[src/rtl/stack_pkg.sv]
// Shared definitions for the return-address stack: default sizes,
// command encoding and the command decoder.
package stack_pkg;

   localparam int DEF_DEPTH = 8;
   localparam int DEF_AW    = 8;

   localparam logic [1:0] CMD_IDLE    = 2'd0;
   localparam logic [1:0] CMD_PUSH    = 2'd1;
   localparam logic [1:0] CMD_POP     = 2'd2;
   localparam logic [1:0] CMD_ILLEGAL = 2'd3;

   // Only the two exact legal patterns count as PUSH or POP.
   // Any other enabled pattern is illegal.
   function automatic logic [1:0] decode_cmd(input logic en,
                                             input logic sp_p,
                                             input logic sp_n,
                                             input logic rw);
      logic [1:0] c;
      if (!en)                     c = CMD_IDLE;
      else if (sp_p && !sp_n && rw)  c = CMD_PUSH;
      else if (!sp_p && sp_n && !rw) c = CMD_POP;
      else                         c = CMD_ILLEGAL;
      return c;
   endfunction

endpackage

[src/rtl/stack_ram.sv]
// DEPTH x AW storage with one synchronous write port and one registered
// read port. The array itself is not reset. The read register is reset,
// so the popped address reads as zero after reset.
module stack_ram
   import stack_pkg::*;
#(
   parameter int DEPTH = DEF_DEPTH,
   parameter int AW    = DEF_AW
) (
   input  logic                     clk,
   input  logic                     rst_n,
   input  logic                     we_i,
   input  logic [$clog2(DEPTH)-1:0] waddr_i,
   input  logic [AW-1:0]            wdata_i,
   input  logic                     re_i,
   input  logic [$clog2(DEPTH)-1:0] raddr_i,
   output logic [AW-1:0]            rdata_o
);

   logic [AW-1:0] mem [DEPTH];
   logic [AW-1:0] rdata_q;

   // Write port: the entry is committed at the push edge.
   always_ff @(posedge clk) begin
      if (we_i) mem[waddr_i] <= wdata_i;
   end

   // Read register: it only changes on a successful pop, and otherwise
   // holds the last popped value.
   always_ff @(posedge clk or negedge rst_n) begin
      if (!rst_n)    rdata_q <= '0;
      else if (re_i) rdata_q <= mem[raddr_i];
   end

   assign rdata_o = rdata_q;

endmodule

[src/rtl/call_stack.sv]
// Return-address stack between the control unit and the PC. It decodes
// the stack command lines, moves the entry count, and keeps the sticky
// error flags.
module call_stack
   import stack_pkg::*;
#(
   parameter int DEPTH = DEF_DEPTH,
   parameter int AW    = DEF_AW
) (
   input  logic                       clk,
   input  logic                       rst_n,
   input  logic                       Stack_EN,
   input  logic                       SP_p,
   input  logic                       SP_n,
   input  logic                       RW,
   input  logic [AW-1:0]              push_data,
   input  logic                       err_clr,
   output logic [AW-1:0]              pop_data,
   output logic                       pop_valid,
   output logic [$clog2(DEPTH):0]     sp,
   output logic                       full,
   output logic                       empty,
   output logic                       overflow,
   output logic                       underflow,
   output logic                       cmd_err
);

   localparam int ABITS = $clog2(DEPTH);
   localparam int SPW   = ABITS + 1;

   logic [1:0]       cmd;
   logic             do_push, do_pop;
   logic [SPW-1:0]   sp_q, sp_d;
   logic             pv_q;
   logic             ovf_q, ovf_d;
   logic             unf_q, unf_d;
   logic             cerr_q, cerr_d;
   logic [ABITS-1:0] waddr, raddr;

   assign cmd   = decode_cmd(Stack_EN, SP_p, SP_n, RW);
   assign full  = (sp_q == SPW'(DEPTH));
   assign empty = (sp_q == '0);

   // The full and empty guards block the pointer move, so sp saturates
   // at both ends and never wraps.
   assign do_push = (cmd == CMD_PUSH) && !full;
   assign do_pop  = (cmd == CMD_POP)  && !empty;

   // The top entry sits at sp-1. The next free slot is sp. The low bits
   // are enough because the guards keep these addresses in range.
   assign waddr = sp_q[ABITS-1:0];
   assign raddr = sp_q[ABITS-1:0] - ABITS'(1);

   // Next-state pointer and sticky flags. An error event in the same
   // cycle as err_clr wins over the clear.
   always_comb begin
      sp_d   = sp_q;
      if (do_push)     sp_d = sp_q + SPW'(1);
      else if (do_pop) sp_d = sp_q - SPW'(1);
      ovf_d  = (ovf_q  && !err_clr) || ((cmd == CMD_PUSH) && full);
      unf_d  = (unf_q  && !err_clr) || ((cmd == CMD_POP)  && empty);
      cerr_d = (cerr_q && !err_clr) || (cmd == CMD_ILLEGAL);
   end

   // State registers. Reset is asynchronous and also clears pop_valid
   // immediately.
   always_ff @(posedge clk or negedge rst_n) begin
      if (!rst_n) begin
         sp_q   <= '0;
         pv_q   <= 1'b0;
         ovf_q  <= 1'b0;
         unf_q  <= 1'b0;
         cerr_q <= 1'b0;
      end else begin
         sp_q   <= sp_d;
         pv_q   <= do_pop;
         ovf_q  <= ovf_d;
         unf_q  <= unf_d;
         cerr_q <= cerr_d;
      end
   end

   stack_ram #(.DEPTH(DEPTH), .AW(AW)) u_ram (
      .clk     (clk),
      .rst_n   (rst_n),
      .we_i    (do_push),
      .waddr_i (waddr),
      .wdata_i (push_data),
      .re_i    (do_pop),
      .raddr_i (raddr),
      .rdata_o (pop_data)
   );

   assign sp        = sp_q;
   assign pop_valid = pv_q;
   assign overflow  = ovf_q;
   assign underflow = unf_q;
   assign cmd_err   = cerr_q;

endmodule

[config.mk]
export PLATFORM = sky130hd
export DESIGN_NAME = call_stack
export DESIGN_NICKNAME = d
export VERILOG_FILES = /design/src/rtl/stack_pkg.sv /design/src/rtl/stack_ram.sv /design/src/rtl/call_stack.sv
export SDC_FILE = /design/constraint.sdc
export NUM_CORES = 1
export LEC_CHECK = 0
export CAP_MARGIN = 20
export CORE_ASPECT_RATIO = 0.7
export CORE_MARGIN = 2
export CORE_UTILIZATION = 49
export DETAILED_ROUTE_END_ITERATION = 6
export PLACE_DENSITY = 0.7
export SYNTH_ARGS = -nofsm -noshare
export SYNTH_HDL_FRONTEND = slang
export SYNTH_SLANG_ARGS = --single-unit
[constraint.sdc]
create_clock -name clk -period 2.5 [get_ports clk]
set_input_delay 0.25 -clock clk [delete_from_list [all_inputs] [get_ports clk]]
set_output_delay 0.25 -clock clk [all_outputs]
set_load 0.05 [all_outputs]
======== Word level (Yosys, flattened, before mapping) ========
Memories as Yosys holds them, arrays and structs flattened. A register that Yosys moved wholly into a read port is not among the register bits.
Cells that the tools add are included.
Widths: inputs -> output; s select.
storage, ports and cells
  register bits after elaboration ......... 8
  word-level logic and storage cells ...... 43
  input port bits ......................... 15
  RAM bits ................................ 64
  memories kept ........................... 1
  output and inout port bits .............. 18
memory list
  memory     depth  bits a word  rd ports  clocked after Yosys merged registers in  wr ports  line             text
  u_ram.mem  8      8            1         1                                        1         stack_ram.sv:20  logic [AW-1:0] mem [DEPTH];
cells by class
  muxes and demuxes ....................... 7
  add/subtract/negate cells ............... 3
  reduce and logical (&&, ||, !) cells .... 23
  eq/ne operators ......................... 4
operators with widths
  operator             count
  $logic_and 1x1->1    11
  $mux 4               2
  $logic_not 1->1      7
  $add 4x1->4 const B  1
  $eq 2x2->1 const B   2
  $eq 4x4->1 const B   1
  $logic_not 4->1      1
  $mux 2               2
  $sub 4x1->4 const B  1
  $logic_or 1x1->1     3
  $mux 1               3
  $sub 3x1->3 const B  1
  $eq 2x1->1 const B   1
  $reduce_bool 2->1    1

======== Longest topological paths before layout ========
  depth in word-level cells ............... 10
  gate-level depth with buffers ........... 10
  mapped depth without buffers ............ 9

======== Modules after synthesis ========
From an unflattened synthesis, not the netlist that was laid out.
unflattened totals
  cell total of the unflattened synthesis .. 220
  area total of the unflattened synthesis .. 3417.0 um^2
modules (own cells, without submodules)
  module      sequential area each (um^2)  instances  cells an instance  area each (um^2)
  stack_ram   2122.0                       1          169                2861.5
  call_stack  200.2                        1          51                 555.5

======== Least setup slack after synthesis ========
OpenSTA, ideal clock, no wires.
  kind .................................... register -> register
  start ................................... register sp_q[0], in the netlist sp[0]
  end ..................................... memory u_ram.mem[0][0] (netlist name), enable pin
  setup time .............................. 0.395 ns
  period minus slack after synthesis ...... 2.871 ns
  data required time ...................... 2.105 ns
  arrival ................................. 2.476 ns
  path slack .............................. -0.371 ns
  stages on the path, launching flop included .. 7
  buffers on the path ..................... 1
  cells stage by stage .................... dfrtp_1 -> buf_2 -> inv_1 -> ha_1 -> nand3b_1 -> nand4_4 -> nor4_1
between the ends
  cells in the longest elaborated chain, start to end .. 5
RTL lines
  element                       line              text
  from (decl)                   call_stack.sv:33  logic [SPW-1:0] sp_q, sp_d;
  from (signal assigned)        call_stack.sv:75  sp_q <= sp_d;
  $eq 4x4->1                    call_stack.sv:41  assign full = (sp_q == SPW'(DEPTH));
  $logic_not 1->1               call_stack.sv:46  assign do_push = (cmd == CMD_PUSH) && !full;
  $logic_and 1x1->1             call_stack.sv:46
  $mux 1                        stack_ram.sv:25   if (we_i) mem[waddr_i] <= wdata_i;
  $mux 1 (not written as such)  stack_ram.sv:25
  to (decl)                     stack_ram.sv:20
Parallel ways exist; a longest one is shown, timed or not.

======== Worst setup path in the final report ========
  start ................................... register sp_q[0], in the netlist sp[0]
  end ..................................... register sp_q[3], in the netlist sp[3]
between the ends
  cells in the longest elaborated chain, start to end .. 4
  elaborated cells between the ends (all ways) .. 11
  classes of those cells .................. 2 x add/sub; 1 x eq/ne; 2 x mux; 6 x reduce/logical
RTL lines
  element
  branches (longest 4 deep; another with $sub 4x1->4)
Several ways; the timed one is not identified. The select of a mux whose other input is x is not followed.
A chain may end at the register's enable or synchronous reset.

==> flow_summary.json <==
{
  "status": "finished, final reports clean",
  "start_kind": "register",
  "power_density_nw_per_um2": 1210,
  "start_util": 0.504,
  "ant_nets": 0,
  "avgSynthCellArea_um2": 16.5,
  "worst-path-buf-inv": 1,
  "worstPathCellList": "inv_1 -> ha_1 -> nand3b_1 -> nand4_4 -> ha_1 -> a21o_1 -> a21oi_1 -> mux2i_1 -> xor2_1",
  "cap_violations": 0,
  "crit_top_cell": "ha_1",
  "power.leakage_uw": 0.00157,
  "num_antenna_cells": 0,
  "io_pins": 33,
  "max-slew-margin-rel": 0.442,
  "wl_per_cell_um": 17.4,
  "synth_top_area_share": 0.567,
  "synthMostInstantiatedCell": "edfxtp_1",
  "dieHeight_um": 73.6,
  "cp_max_fo": 5,
  "synthArstFlopShare": 0.200,
  "cts_max_level": 3,
  "clk_latency_ps": 350,
  "routed_wl_um": 6190,
  "port-buffer-count": 32,
  "fillers": 523,
  "root_buffer": "clkbuf_8",
  "dpl.hpwl_um": 4060,
  "critPathArrivalTime_ps": 2520,
  "vias": 1869,
  "period_minus_slack_ps": 2250,
  "numCtsBuffers": 9,
  "final_nets": 275,
  "synth_edf_count": 64,
  "worstMarginPinSlew_ps": 834,
  "cts_tree": "done",
  "fin_setup_tns_ps": 0,
  "first_pass_iters": 6,
  "drc": 0,
  "fmax_ghz": 0.444,
  "fin_skew_ps": 9.68,
  "overflow": 0,
  "required_ps": 2770,
  "drv_slew": 0,
  "finish.utilization": 0.611,
  "ys.flop_type": "edfxtp_1",
  "yosysTopAreaCell": "edfxtp_1",
  "clk_pin_slew_ps": 80,
  "setup_viol": 0,
  "ys_ff_latch": 80,
  "antenna_found_initial": 0,
  "row_count": 25,
  "path_delay_family": "adder cells",
  "grt_max_degree": 33,
  "post-route-period-util": 0.901,
  "ys_top_cells_by_count": "edfxtp_1 (64), mux2i_1 (33), a22o_1 (16), dfrtp_1 (16), nand2_1 (11)",
  "holdCritPathClass": "input port to async pin",
  "vdd_drop_max_uv": 868,
  "netlist_area_um2": 3390,
  "drive_gt1_frac": 0.211,
  "grt_usage": 0.183,
  "syn-num-nets": 224,
  "ys_top_cells_by_area": "edfxtp_1 (57%), dfrtp_1 (12%), mux2i_1 (9.7%), a22o_1 (4.1%), o31ai_2 (3.0%)",
  "hold_buffers": 0,
  "die-area_um2": 7610,
  "cts.sinks": 80,
  "hold_viol_final": 0,
  "worstSetupPathType": "register to register",
  "reg2reg_slack_ps": 250,
  "postCtsSetupBuffers": 0,
  "cp_slowest_cell": "dfrtp_2",
  "rsz0062_at_grt": "false",
  "syn_to_final_growth_pct": 21.3,
  "drtIter0Drc": 86,
  "grt_pass1_vias": 1811,
  "yosysWarnings": 0,
  "ys_seq_area_frac": 0.685,
  "gp_congestion": 0.774,
  "endpoint_kind": "register",
  "core_um2": 6730,
  "cts.path.max_buffers": 2,
  "post_synth_inst_count": 205,
  "grt_pass1_wl_um": 9810,
  "viasPerCell": 5.26,
  "die_w_um": 103,
  "cts_resized": 0,
  "cp_slowest_stage_delay_ps": 400,
  "synth.distinct_cells": 36
}
==> cell families after synthesis <==
group	synth area share
AO/OA/AOI/OAI	0.0812
XOR/XNOR	0.0126
adder cells (fa/ha/maj)	0.0170
buffers and inverters	0.0343
flip-flops	0.685
multiplexers	0.106
AND/OR/NAND/NOR	0.0632
==> power by group <==
group | switching [uW] | internal (uW)
logic | 1370 | 978
clock network | 452 | 561
registers | 63.7 | 1560
==> path summary, 6_finish.rpt <==
check	start	endpoint	cells past startpoint
setup / recovery	sp[0]	sp[3]	9
hold / removal	rst_n	u_ram.rdata_o[4]	1
setup reg to reg	sp[0]	sp[3]	9
hold reg to reg	u_ram.rdata_o[0]	u_ram.rdata_o[0]	2
max in group asynchronous	rst_n	sp[1]	1
min in group clk	u_ram.rdata_o[0]	u_ram.rdata_o[0]	2
==> final cells by class <==
class                      count  area [um^2]  area share
multi-input combinational    107          956       0.233
clock buffer                   9          124      0.0301
tap                           94          118      0.0286
inverter                       8         30.0     0.00731
sequential                    80         2320       0.566
clock inverter                 7         93.8      0.0228
timing repair buffer          50          463       0.113
==> worst reg2reg max path, cell delays in order (launching register included) <==
cell      delay (ps)
dfrtp_2          400
inv_1            170
ha_1             290
nand3b_1         190
nand4_4          150
ha_1             230
a21o_1           170
a21oi_1          170
mux2i_1          240
xor2_1           160
==> flip-flops by register name, indices dropped and copies added (netlist names) <==
signal,cells
cmd_err,1
u_ram.rdata_o,8
underflow,1
sp,4
overflow,1
u_ram.mem,64
pop_valid,1
==> per-stage QoR <==
stage | setup slack (ps) | total power, uW | hold WS, ps | area [um^2] | cells
6_report | 248 | 4980 | 381 | 4110 | 355
4_1_cts | 281 | 5020 | 376 | 4110 | 355
2_1_floorplan | 31.9 | 3430 | -45.6 | 3400 | 205
3_3_place_gp | 206 | 3970 | 468 | 3890 | 339
3_5_place_dp | 176 | 4000 | 474 | 3890 | 339
5_1_grt | 85.1 | 5240 | 430 | 4110 | 355
==> layout by cell type (no fill, tap or decap), types with 5 or more instances in the layout <==
master           count
clkdlybuf4s50_1     30
dfrtp_1             14
buf_4               19
clkbuf_8             9
edfxtp_1            64
a22o_1              16
mux2i_1             33
o31ai_2              8
nor2_1               5
nand2_1             11
inv_1                8
==> per-layer routing <==
metal	vias to the layer above	track usage	part of all wire
met5	-	0	0
met4	0	0.0395	0.0069
met3	5	0.0695	0.049
met2	43	0.279	0.46
met1	939	0.252	0.49
li1	882	-	-
(Power assumes the default switching activity.)
